**src/rtl/cordic_sched_pkg.sv**
```systemverilog
// Shared types and constants for the CORDIC core scheduler.
package cordic_sched_pkg;
  typedef enum logic [2:0] {IDLE, CLR, START, RUN, DONE} state_t;

  localparam int ITER_DEF = 10;
  localparam int WI_DEF   = 16;
  localparam int WF_DEF   = 16;
  localparam int ANG_W    = WI_DEF + WF_DEF;

  // core_out packing: {sext cos Q2.8, sext sin Q2.8}
  localparam int COS_HI = 31;
  localparam int COS_LO = 16;
  localparam int SIN_HI = 15;
  localparam int SIN_LO = 0;
endpackage

```
**src/rtl/cordic_sched_if.sv**
```systemverilog
// Requester/response bus of the CORDIC scheduler: request+angle in, grant and id-tagged result out.
interface cordic_sched_if #(
  parameter int NREQ = 4,
  parameter int WI   = 16,
  parameter int WF   = 16,
  parameter int IDW  = 2
);
  logic [NREQ-1:0]             req;
  logic [NREQ-1:0][WI+WF-1:0]  angle_in;
  logic [NREQ-1:0]             gnt;
  logic                        rsp_valid;
  logic                        rsp_ready;
  logic [IDW-1:0]              rsp_id;
  logic [31:0]                 rsp_data;

  modport slave  (input  req, angle_in, rsp_ready, output gnt, rsp_valid, rsp_id, rsp_data);
  modport master (output req, angle_in, rsp_ready, input  gnt, rsp_valid, rsp_id, rsp_data);
endinterface

```
**src/rtl/cordic_sched_rr_arb.sv**
```systemverilog
// Combinational NREQ-way arbiter: round-robin after ptr, or lowest index first
// when CORDIC_SCHED_FIXED_PRIO_EN is defined.
module cordic_sched_rr_arb #(
  parameter int NREQ = 4,
  parameter int IDW  = 2
) (
  input  logic [NREQ-1:0] req,
  input  logic [IDW-1:0]  ptr,
  output logic [NREQ-1:0] win,
  output logic [IDW-1:0]  idx
);
`ifdef CORDIC_SCHED_FIXED_PRIO_EN
  logic unused_ptr;
  assign unused_ptr = ^ptr;

  // Scan downwards so the lowest requesting index is the last writer.
  always_comb begin
    win = '0;
    idx = '0;
    for (int j = NREQ-1; j >= 0; j--) begin
      if (req[j]) begin
        win = '0;
        win[j] = 1'b1;
        idx = IDW'(j);
      end
    end
  end
`else
  logic [IDW-1:0] j;
  logic           found;

  always_comb begin
    win   = '0;
    idx   = '0;
    found = 1'b0;
    j     = '0;
    for (int k = 1; k <= NREQ; k++) begin
      j = IDW'((int'(ptr) + k) % NREQ);
      if (!found && req[j]) begin
        found  = 1'b1;
        win[j] = 1'b1;
        idx    = j;
      end
    end
  end
`endif
endmodule

```
**src/rtl/cordic_sched.sv**
```systemverilog
// Shares one iterative CORDIC core among NREQ requesters and returns id-tagged results.
// Build option: CORDIC_SCHED_FIXED_PRIO_EN selects fixed priority instead of round-robin.
module cordic_sched
  import cordic_sched_pkg::*;
#(
  parameter int NREQ = 4,
  parameter int WI   = WI_DEF,
  parameter int WF   = WF_DEF,
  parameter int ITER = ITER_DEF,
  parameter int IDW  = 2
) (
  input  logic              CLK,
  input  logic              RST,
  cordic_sched_if.slave     bus,
  output logic              core_rst,
  output logic              core_start,
  output logic              core_en,
  output logic [WI+WF-1:0]  core_angle,
  input  logic [31:0]       core_out
);
  localparam int CW = $clog2(ITER + 1);

  state_t          state, nstate;
  logic [IDW-1:0]  id_q, ptr, win_idx;
  logic [NREQ-1:0] win;
  logic [CW-1:0]   iter_cnt;
  logic            take, last, rsp_load;

  assign take     = (state == IDLE) && (|bus.req);
  assign last     = (iter_cnt == CW'(ITER - 1));
  assign rsp_load = (state == DONE) && (!bus.rsp_valid || bus.rsp_ready);

`ifdef CORDIC_SCHED_FIXED_PRIO_EN
  assign ptr = '0;
`else
  always_ff @(posedge CLK or posedge RST) begin
    if (RST)       ptr <= IDW'(NREQ - 1);
    else if (take) ptr <= win_idx;
  end
`endif

  cordic_sched_rr_arb #(.NREQ(NREQ), .IDW(IDW)) u_arb (
    .req (bus.req),
    .ptr (ptr),
    .win (win),
    .idx (win_idx)
  );

  always_comb begin
    nstate     = state;
    core_start = 1'b0;
    core_en    = 1'b0;
    core_rst   = RST;
    bus.gnt    = '0;
    case (state)
      IDLE:  if (take) nstate = CLR;
      CLR: begin
        core_rst         = 1'b1;
        bus.gnt[id_q]    = 1'b1;
        nstate           = START;
      end
      START: begin
        core_start = 1'b1;
        nstate     = RUN;
      end
      RUN: begin
        core_en = 1'b1;
        if (last) nstate = DONE;
      end
      DONE:  if (rsp_load) nstate = IDLE;
      default: nstate = IDLE;
    endcase
  end

  always_ff @(posedge CLK or posedge RST) begin
    if (RST) begin
      state         <= IDLE;
      id_q          <= '0;
      core_angle    <= '0;
      iter_cnt      <= '0;
      bus.rsp_valid <= 1'b0;
      bus.rsp_id    <= '0;
      bus.rsp_data  <= '0;
    end else begin
      state <= nstate;
      // Angle is captured once per job and held until the result is taken.
      if (take) begin
        id_q       <= win_idx;
        core_angle <= bus.angle_in[win_idx];
      end
      if (state == START)    iter_cnt <= CW'(1);
      else if (state == RUN) iter_cnt <= iter_cnt + CW'(1);
      if (rsp_load) begin
        bus.rsp_valid <= 1'b1;
        bus.rsp_id    <= id_q;
        bus.rsp_data  <= {core_out[COS_HI:COS_LO], core_out[SIN_HI:SIN_LO]};
      end else if (bus.rsp_valid && bus.rsp_ready) begin
        bus.rsp_valid <= 1'b0;
      end
    end
  end

  logic unused_win;
  assign unused_win = ^win;
endmodule

```
**src/flat_wrapper.sv**
```systemverilog
// flat-port wrapper written by rule: the top's interface ports become plain ports
module cordic_sched_flat import cordic_sched_pkg::*;
#(
  parameter int NREQ = 4,
  parameter int WI   = WI_DEF,
  parameter int WF   = WF_DEF,
  parameter int ITER = ITER_DEF,
  parameter int IDW  = 2
)
  (CLK, RST, core_rst, core_start, core_en, core_angle, core_out, bus_req, bus_angle_in, bus_rsp_ready, bus_gnt, bus_rsp_valid, bus_rsp_id, bus_rsp_data);
  cordic_sched_if #(.NREQ(NREQ), .WI(WI), .WF(WF), .IDW(IDW)) bus_i ();
  input  logic CLK;
  input  logic RST;
  output logic core_rst;
  output logic core_start;
  output logic core_en;
  output logic [WI+WF-1:0] core_angle;
  input  logic [31:0] core_out;
  input wire logic [$bits(bus_i.req)-1:0] bus_req;
  input wire logic [$bits(bus_i.angle_in)-1:0] bus_angle_in;
  input wire logic [$bits(bus_i.rsp_ready)-1:0] bus_rsp_ready;
  output wire logic [$bits(bus_i.gnt)-1:0] bus_gnt;
  output wire logic [$bits(bus_i.rsp_valid)-1:0] bus_rsp_valid;
  output wire logic [$bits(bus_i.rsp_id)-1:0] bus_rsp_id;
  output wire logic [$bits(bus_i.rsp_data)-1:0] bus_rsp_data;
  assign bus_i.req = bus_req;
  assign bus_i.angle_in = bus_angle_in;
  assign bus_i.rsp_ready = bus_rsp_ready;
  assign bus_gnt = bus_i.gnt;
  assign bus_rsp_valid = bus_i.rsp_valid;
  assign bus_rsp_id = bus_i.rsp_id;
  assign bus_rsp_data = bus_i.rsp_data;
  cordic_sched #(.NREQ(NREQ), .WI(WI), .WF(WF), .ITER(ITER), .IDW(IDW)) u_core (.CLK(CLK), .RST(RST), .bus(bus_i), .core_rst(core_rst), .core_start(core_start), .core_en(core_en), .core_angle(core_angle), .core_out(core_out));
endmodule
```
**config.mk**
```make
export PLATFORM = sky130hd
export DESIGN_NAME = cordic_sched_flat
export DESIGN_NICKNAME = d
export VERILOG_FILES = /design/src/rtl/cordic_sched_pkg.sv /design/src/rtl/cordic_sched_if.sv /design/src/rtl/cordic_sched_rr_arb.sv /design/src/rtl/cordic_sched.sv /design/src/flat_wrapper.sv
export SDC_FILE = /design/constraint.sdc
export NUM_CORES = 1
export LEC_CHECK = 0
export BUFFER_PORTS_ARGS = -buffer_cell sky130_fd_sc_hd__buf_2
export CAP_MARGIN = 0
export CELL_PAD_IN_SITES_DETAIL_PLACEMENT = 1
export CELL_PAD_IN_SITES_GLOBAL_PLACEMENT = 2
export CORE_UTILIZATION = 29
export CTS_BUF_LIST = sky130_fd_sc_hd__clkbuf_4
export DETAILED_ROUTE_END_ITERATION = 8
export MAX_ROUTING_LAYER = met4
export PLACE_DENSITY = 0.94
export REMOVE_ABC_BUFFERS = 1
export SLEW_MARGIN = 20
export SYNTH_ARGS = -nofsm -noshare
export SYNTH_HDL_FRONTEND = slang
export SYNTH_SLANG_ARGS = --single-unit
export TNS_END_PERCENT = 20
```
**constraint.sdc**
```tcl
create_clock -name CLK -period 6 [get_ports CLK]
set_clock_uncertainty 0.05 [all_clocks]
set_input_delay 1.8 -clock CLK [delete_from_list [all_inputs] [get_ports CLK]]
set_output_delay 1.8 -clock CLK [all_outputs]
set_load 0.1 [all_outputs]
```
# Word level (Yosys, flattened, before mapping)
# Index checks and enable logic that the tools add are counted.
[classes]
n_lt_le_gt_ge = 7
addsub = 5
n_reduce_logical = 17
n_eq_ne = 8
mux = 31
[op_table]
columns = ["operator", "count"]
rows = [
  ["$bmux 32 s2", 1],
  ["$mux 32", 1],
  ["$lt 2x3->1 const B", 6],
  ["$pmux 3 s5", 1],
  ["$mux 1", 13],
  ["$mux 4", 3],
  ["$mux 3", 3],
  ["$bmux 1 s2", 4],
  ["$mux 2", 4],
  ["$logic_and 1x1->1", 7],
  ["$eq 3x2->1 const B", 2],
  ["$ne 2x1->1 const B", 3],
  ["$add 2x1->2 const B", 2],
  ["$add 2x2->2 const B", 2],
  ["$add 4x1->4 const B", 1],
  ["$eq 4x4->1 const B", 1],
  ["$logic_not 1->1", 4],
  ["$reduce_bool 2->1", 2],
  ["$reduce_or 4->1", 1],
  ["$eq 3x1->1 const B", 1],
  ["$eq 3x3->1 const B", 1],
  ["$logic_not 3->1", 1],
  ["$reduce_and 3->1", 1],
  ["$demux 1 s2", 1],
  ["other kinds (2)", 2],
]
[totals]
register_bits = 78
wordCells = 76

# Logic depth before layout (Yosys ltp)
# Gate-level depths: netlist (run 1).
[logic_depth]
ltp_word = 15
ltp_mapped = 8

# By module
# From an unflattened synthesis (run 1), not the netlist that was laid out.
[hier_totals]
cells_unflattened = 297
area_unflattened_um2 = 4450.5
[by_module_without_submodules]
columns = ["mod", "area_each_um2", "seq_area_each_um2", "cells_per_inst", "n_inst"]
rows = [
  ["cordic_sched", 3960.0, 1954.4, 238, 1],
  ["cordic_sched_rr_arb", 490.5, 0.0, 59, 1],
]

# Worst setup path before layout (run 1)
# Ideal clock, no wire load.
[synth_path]
kind = "reg2out"
start = "reg u_core.state[0]"
end = "out bus_gnt[0]"
arrival_time_ps = 3092
required_ps = 4150
stages_incl_launch_ff = 4
path_slack_ps = 1058
path_cell_list = "dfrtp_1 -> inv_1 -> nor3_1 -> nor3b_1"
[synth_between]
elab_chain_len = 2
[synth_lines]
columns = ["element", "line_no", "rtl"]
rows = [
  ["from (decl)", "cordic_sched.sv:23", "state_t state, nstate;"],
  ["from (signal assigned)", "cordic_sched.sv:85", "state <= nstate;"],
  ["$eq 3x1->1", "cordic_sched.sv:55", "case (state)"],
  ["$mux 4", "cordic_sched.sv:55", ""],
  ["to (decl)", "flat_wrapper.sv:22", "output wire logic [$bits(bus_i.gnt)-1:0] bus_gnt;"],
]
# Every way passes these cells.

# Final worst setup path (run 1)
[layout_path]
start = "in RST"
end = "out core_rst"
[layout_between]
elab_chain_len = 1
[layout_lines]
columns = ["element", "line_no", "rtl"]
rows = [
  ["from (decl)", "flat_wrapper.sv:13", "input logic RST;"],
  ["$mux 1", "cordic_sched.sv:55", ""],
  ["to (decl)", "flat_wrapper.sv:14", "output logic core_rst;"],
]
# Every way passes these cells.

==> results of run 1 <==
==> power breakdown <==
part	switching, mW	internal, mW
registers	0.124	0.700
clock network	0.198	0.213
logic	1.53	0.445
==> placed cells by master (no fill, tap or decap), drive strengths merged, types with 2 or more instances in the layout <==
cell type  synthesis  final
clkbuf             4      9
a21oi              5      5
clkinv             0      2
a221oi            32     32
bufinv             0      3
dfstp              2      2
mux2i             66     66
nand3              3      3
dfrtp             76     76
mux2              34     34
nor3               2      2
nor3b              2      2
a21o               2      2
buf               19    246
o21ai              6      6
ha                 2      2
nor4               2      2
nor2              44     44
nand2             11     11
inv                5      6
nand2b             3      3
==> Yosys cell counts, drive strengths merged, types with 2 or more instances <==
master / instances
nand2b: 3
nor3: 2
dfrtp: 76
nor2: 44
nand3: 3
mux2: 34
nor3b: 2
a21o: 2
o21ai: 6
nor4: 2
dfstp: 2
nand2: 11
a221oi: 32
clkbuf: 4
ha: 2
mux2i: 66
inv: 5
a21oi: 5
buf: 19
==> sequential cells by signal, indices dropped and copies added (netlist names) <==
signal	cells
u_core.bus.rsp_id	2
u_core.bus.rsp_data	32
u_core.ptr	2
u_core.bus.rsp_valid	1
u_core.id_q	2
u_core.iter_cnt	4
u_core.state	3
u_core.core_angle	32
==> area by class of cell <==
type,instances,share of cell area (%)
antenna,1,0.0440
clock buffer,9,1.19
clock inverter,7,2.11
inverter,5,0.352
multi-input combinational,224,35.4
sequential,78,34.4
tap,180,3.96
timing repair buffer,246,22.6
==> through the flow <==
step                      util, %  hold slack [ns]  cell area [um2]  setup slack [ns]  total power, mW
final                        41.0            0.465             5690              1.67             3.21
after global routing         41.0            0.473             5690              1.64             3.36
after CTS                    40.5            0.469             5630              1.66             3.25
after detailed placement     39.2            0.438             5440              1.66             2.83
after global placement       39.2            0.433             5440              1.67             2.77
after floorplan                 -            0.442             3960             0.865             2.47
==> worst max-delay path by stage <==
stage	startpoint	endpoint	slack [ns]	cells after the start
3_3_place_gp	RST	core_rst	1.67	3
4_1_cts	RST	core_rst	1.66	3
2_1_floorplan	bus_req[1]	u_core.core_angle[0]	0.87	5
5_1_grt	RST	core_rst	1.64	3
3_5_place_dp	RST	core_rst	1.66	3
6_report	RST	core_rst	1.67	3
==> cells by family after synthesis <==
family / count (synthesis) / share of synthesized area (%)
adders and majority gates: 2 / 0.605
and+or+nand+nor: 72 / 7.87
DFF: 78 / 47.3
muxes: 100 / 25.2
buffers and inverters: 28 / 4.69
AOI/OAI and AO/OA: 50 / 14.3
==> worst max-delay path, cell delays in order <==
cell,delay [ns]
buf_2,0.11
or2_2,0.28
buf_2,0.29
==> per-layer routing <==
metal | vias to the layer above | track usage, % | routed length [um]
met5 | - | - | 0
met1 | 1714 | 17.7 | 4690
met2 | 158 | 31.0 | 6340
met3 | 11 | 3.71 | 964
met4 | 0 | 5.56 | 138
li1 | 1686 | - | -
==> results.cfg, run 1 <==
[global_routing]
grt_pass1_wl_um = 18700
antenna_found_initial = 1
groute.usage.overall_pct = 16.9
grt_overflow = 0
grt_pass1_vias = 3804
grt_max_degree = 59

[floorplan]
rows = 43
die_area_um2 = 14700
die_h_um = 121
die_w_um = 121
fp.coreArea_um2 = 13900
ios = 241
start_util_pct = 29.8

[logic_synthesis]
synthTopCellsByArea = dfrtp_1 46%, mux2i_1 16%, a221oi_2 12%, mux2_2 9.3%, nor2_1 3.9%
syn_inst = 330
syn_area_um2 = 4130
synth-seq-area-share_pct = 47.3
synth_top_area_share_pct = 46.0
ys_async_sr_fraction_pct = 100
ys.flop_type = dfrtp_1
ys_seq_elements = 78
syn_avg_cell_area_um2 = 12.5
synth_cell_types = 35
yosys_warnings = 0
yosysTopAreaCell = dfrtp_1
synth_edf_count = 0

[setup_path]
path_max_fanout = 2
r2r_cells = 6
reg2reg_slack_ns = 3.29
crit_path_end_kind = output pin
cp.required_ns = 4.15
r2r_end = u_core.core_angle[16]
timing.rr.start = u_core.ptr[1]
path_class = in -> out
cp.arrival_ns = 2.48
cp-start-kind = input port

[cts]
worstSkewPairLatency_ns = 0.43
post-cts-setup-buffer-count = 0
clock-sinks = 78
cts_root_buf = clkbuf_4
cts_hold_buf = 0
tritoncts = built
cts_buffer_depth = 2
cts-htree-levels = 3
cts.clk_slew.worst_paths_ns = 0.13
cts_buffers = 9
ctsResizeCount = 0

[routing]
drtIter0Drc = 78
drt_pass1_iterations = 4
drc = 0
vias = 3569
viasPerCell = 4.76
wl_per_cell_um = 16.2
postRouteAntennaNets = 0
finalWirelength_um = 12100

[placed_design]
numPortBuffers = 240
dp_hpwl_um = 9250
gp_congestion = 0.736
place_inst = 731

[final_layout]
finalNonFillerCells = 750
seqCellArea_um2 = 1950
drive_above_1_share_pct = 59.2
multiInputGateArea_um2 = 2010
area_growth_pct = 37.6
nFillCells = 1619
final_nets = 733

[power_and_ir_drop]
p_leak_nw = 3.09
p_per_area_nw_per_um2 = 565
irDropWorstVdd_mv = 0.212

[hold_path]
hold_class = reg -> reg
hold_start = u_core.bus.rsp_data[21]
holdPathEnd = u_core.bus.rsp_data[21]
holdPathStages = 1

[sta]
slew_viol_final = 0
fin_crit_sh_pct = 72.2
setup_viol = 0
fmax_mhz = 231
tightest_slew_ns = 1.10
finalCriticalPeriod_ns = 4.33
relSlewSlack_pct = 26.6
finalHoldViolCount = 0
fin_tns_setup_ns = 0
rsz0062_at_grt = false

[job]
drv_cap = 0

[status]
status = complete, no violations
Note: power is estimated with default switching activity, not from simulation.
==> run 2, diff against run 1 <==
--- a/config.mk
+++ b/config.mk
@@ -5,15 +5,16 @@
 export SDC_FILE = /design/constraint.sdc
 export NUM_CORES = 1
 export LEC_CHECK = 0
+export ABC_AREA = 1
 export BUFFER_PORTS_ARGS = -buffer_cell sky130_fd_sc_hd__buf_2
 export CAP_MARGIN = 0
 export CELL_PAD_IN_SITES_DETAIL_PLACEMENT = 1
 export CELL_PAD_IN_SITES_GLOBAL_PLACEMENT = 2
-export CORE_UTILIZATION = 29
+export CORE_UTILIZATION = 24
 export CTS_BUF_LIST = sky130_fd_sc_hd__clkbuf_4
 export DETAILED_ROUTE_END_ITERATION = 8
 export MAX_ROUTING_LAYER = met4
-export PLACE_DENSITY = 0.94
+export PLACE_DENSITY = 0.87
 export REMOVE_ABC_BUFFERS = 1
 export SLEW_MARGIN = 20
 export SYNTH_ARGS = -nofsm -noshare
==> constraint.sdc (replaced) <==
create_clock -name CLK -period 4.4 [get_ports CLK]
set_clock_uncertainty 0.05 [all_clocks]
set_input_delay 1.32 -clock CLK [delete_from_list [all_inputs] [get_ports CLK]]
set_output_delay 1.32 -clock CLK [all_outputs]
set_load 0.1 [all_outputs]
==> run 2 against run 1 <==
Synthesized area increased by 20%. Global-route usage decreased by 0.30 points. Flip-flop and latch count unchanged. Critical path depth increased by 1. Non-clock buffer count increased by 2. Count of clock-buffer cells in the layout increased by 1. Via count increased by 44%. Die area increased by 44%. Utilization decreased by 8.9 points. Critical path type is now reg -> out.
==> results.cfg, run 2 <==
[status]
status = complete, no violations

[setup_path]
cp-startpoint = u_core.state[2]
reg2reg_slack_ns = 1.63
cp-start-kind = register
timing.rr.start = u_core.ptr[0]
cp.required_ns = 3.03
r2r_end = u_core.core_angle[17]
cp.arrival_ns = 1.94
path_max_fanout = 5
crit_path_end_kind = output pin
r2r_cells = 14
path_class = reg -> out

[logic_synthesis]
synth_top_area_share_pct = 38.3
yosysTopAreaCell = dfrtp_1
ys_seq_elements = 78
synth_edf_count = 0
yosys_warnings = 0
syn_inst = 714
synthTopCellsByArea = dfrtp_1 38%, nand2_1 17%, nand3_1 14%, inv_1 11%, mux2_2 7.3%
yosysMostFrequentCell = nand2_1
synth_cell_types = 29
ys_async_sr_fraction_pct = 100
syn_area_um2 = 4970
synthTopCellsByCount = 228 x nand2_1, 147 x inv_1, 143 x nand3_1
ys.flop_type = dfrtp_1
syn_avg_cell_area_um2 = 6.96
synth-seq-area-share_pct = 39.3

[final_layout]
drive_above_1_share_pct = 33.4
nFillCells = 2679
utilization_pct = 32.0
top_regs = u_core.bus.rsp_data (32), u_core.core_angle (32), u_core.iter_cnt (4)
area_growth_pct = 30.9
final_common_cell = buf_2
final_nets = 1104
most-common-layout-cells = 239 x buf_2, 228 x nand2_1, 146 x inv_1, 143 x nand3_1, 76 x dfrtp_1

[cts]
post-cts-setup-buffer-count = 0
cts_hold_buf = 0
cts_root_buf = clkbuf_4
ctsResizeCount = 0
clock-sinks = 78
tritoncts = built
cts_buffers = 9
cts-htree-levels = 3
worstSkewPairLatency_ns = 0.45
cts.clk_slew.worst_paths_ns = 0.12
cts_buffer_depth = 2

[sta]
slew_viol_final = 0
tightest_slew_ns = 0.758
fmax_mhz = 302
finalHoldViolCount = 0
setup_viol = 0
fin_crit_sh_pct = 75.2
relSlewSlack_pct = 49.5
finalCriticalPeriod_ns = 3.31
rsz0062_at_grt = false
final.setup.worst_slack_ns = 1.09

[floorplan]
die_area_um2 = 21300
start_util_pct = 24.5
ios = 241
die_h_um = 146
die_w_um = 146
rows = 52
fp.coreArea_um2 = 20300

[global_routing]
grt_max_degree = 79
antenna_found_initial = 3
grt_overflow = 0
grt_pass1_vias = 5350
groute.usage.overall_pct = 16.6
grt_pass1_wl_um = 27400

[hold_path]
hold_start = u_core.core_angle[2]
holdPathEnd = u_core.core_angle[2]
holdPathStages = 2
hold_class = reg -> reg

[routing]
drt_pass1_iterations = 4
drtIter0Drc = 160
drc = 0
viasPerCell = 4.25
finalWirelength_um = 16600
postRouteAntennaNets = 0
vias = 5147
wl_per_cell_um = 13.7

[placed_design]
pre_cts_ws_ns = 1.08
gp_congestion = 0.798
numPortBuffers = 240
dp_hpwl_um = 12000

[job]
drv_cap = 0
run 2: worst max-delay path by stage:
stage | end | slack, ns | cells after the start
2_1_floorplan | core_rst | -1.10 | 2
3_3_place_gp | u_core.core_angle[16] | 1.13 | 14
3_5_place_dp | u_core.core_angle[21] | 1.08 | 14
4_1_cts | core_start | 1.03 | 4
5_1_grt | core_start | 0.90 | 4
6_report | core_en | 1.09 | 4
run 2: per-layer routing:
layer | vias to the layer above | track usage (%) | share of wire, %
met2 | 122 | 27.8 | 49
li1 | 2623 | - | -
met1 | 2383 | 20.4 | 45
met5 | - | - | 0
met4 | 0 | 5.53 | 2.0
met3 | 19 | 2.26 | 3.5
run 2: logic make-up after synthesis:
group / after synthesis / synth area share, %
XOR/XNOR: 1 / 0.176
AO/OA/AOI/OAI: 14 / 1.66
buffers and inverters: 188 / 16.0
adder cells (fa/ha/maj): 2 / 0.503
multiplexers: 32 / 7.25
AND/OR/NAND/NOR: 399 / 35.1
flip-flops: 78 / 39.3
run 2: cell type report:
cell class                      instances  area [um2]  share of cell area [%]
Antenna cell                            3        7.51                   0.115
Clock buffer                           10        75.1                    1.15
Clock inverter                          5        35.0                   0.539
Inverter                              150         564                    8.68
Multi-Input combinational cell        448        2240                    34.4
Sequential cell                        78        1950                    30.0
Tap cell                              270         338                    5.19
Timing Repair Buffer                  248        1290                    19.9
run 2: critical path: stages, from the launching register on:
cell and delay, ns:
dfrtp_1 0.45, nor2_1 0.27, inv_1 0.11, nor2_1 0.19, buf_2 0.47
run 2: through the flow:
stage | cells | hold slack (ns) | instance area (um2) | setup TNS (ns)
global route | 1212 | 0.459 | 6500 | 0
floorplan | 676 | 0.386 | 4740 | -1.10
global placement | 1194 | 0.408 | 6380 | 0
CTS | 1209 | 0.443 | 6490 | 0
finish | 1212 | 0.438 | 6500 | 0
detailed placement | 1194 | 0.411 | 6380 | 0
Power of run 2 is not shown: default switching activity piles up to over one toggle a cycle in this logic, so the estimate is an artifact.
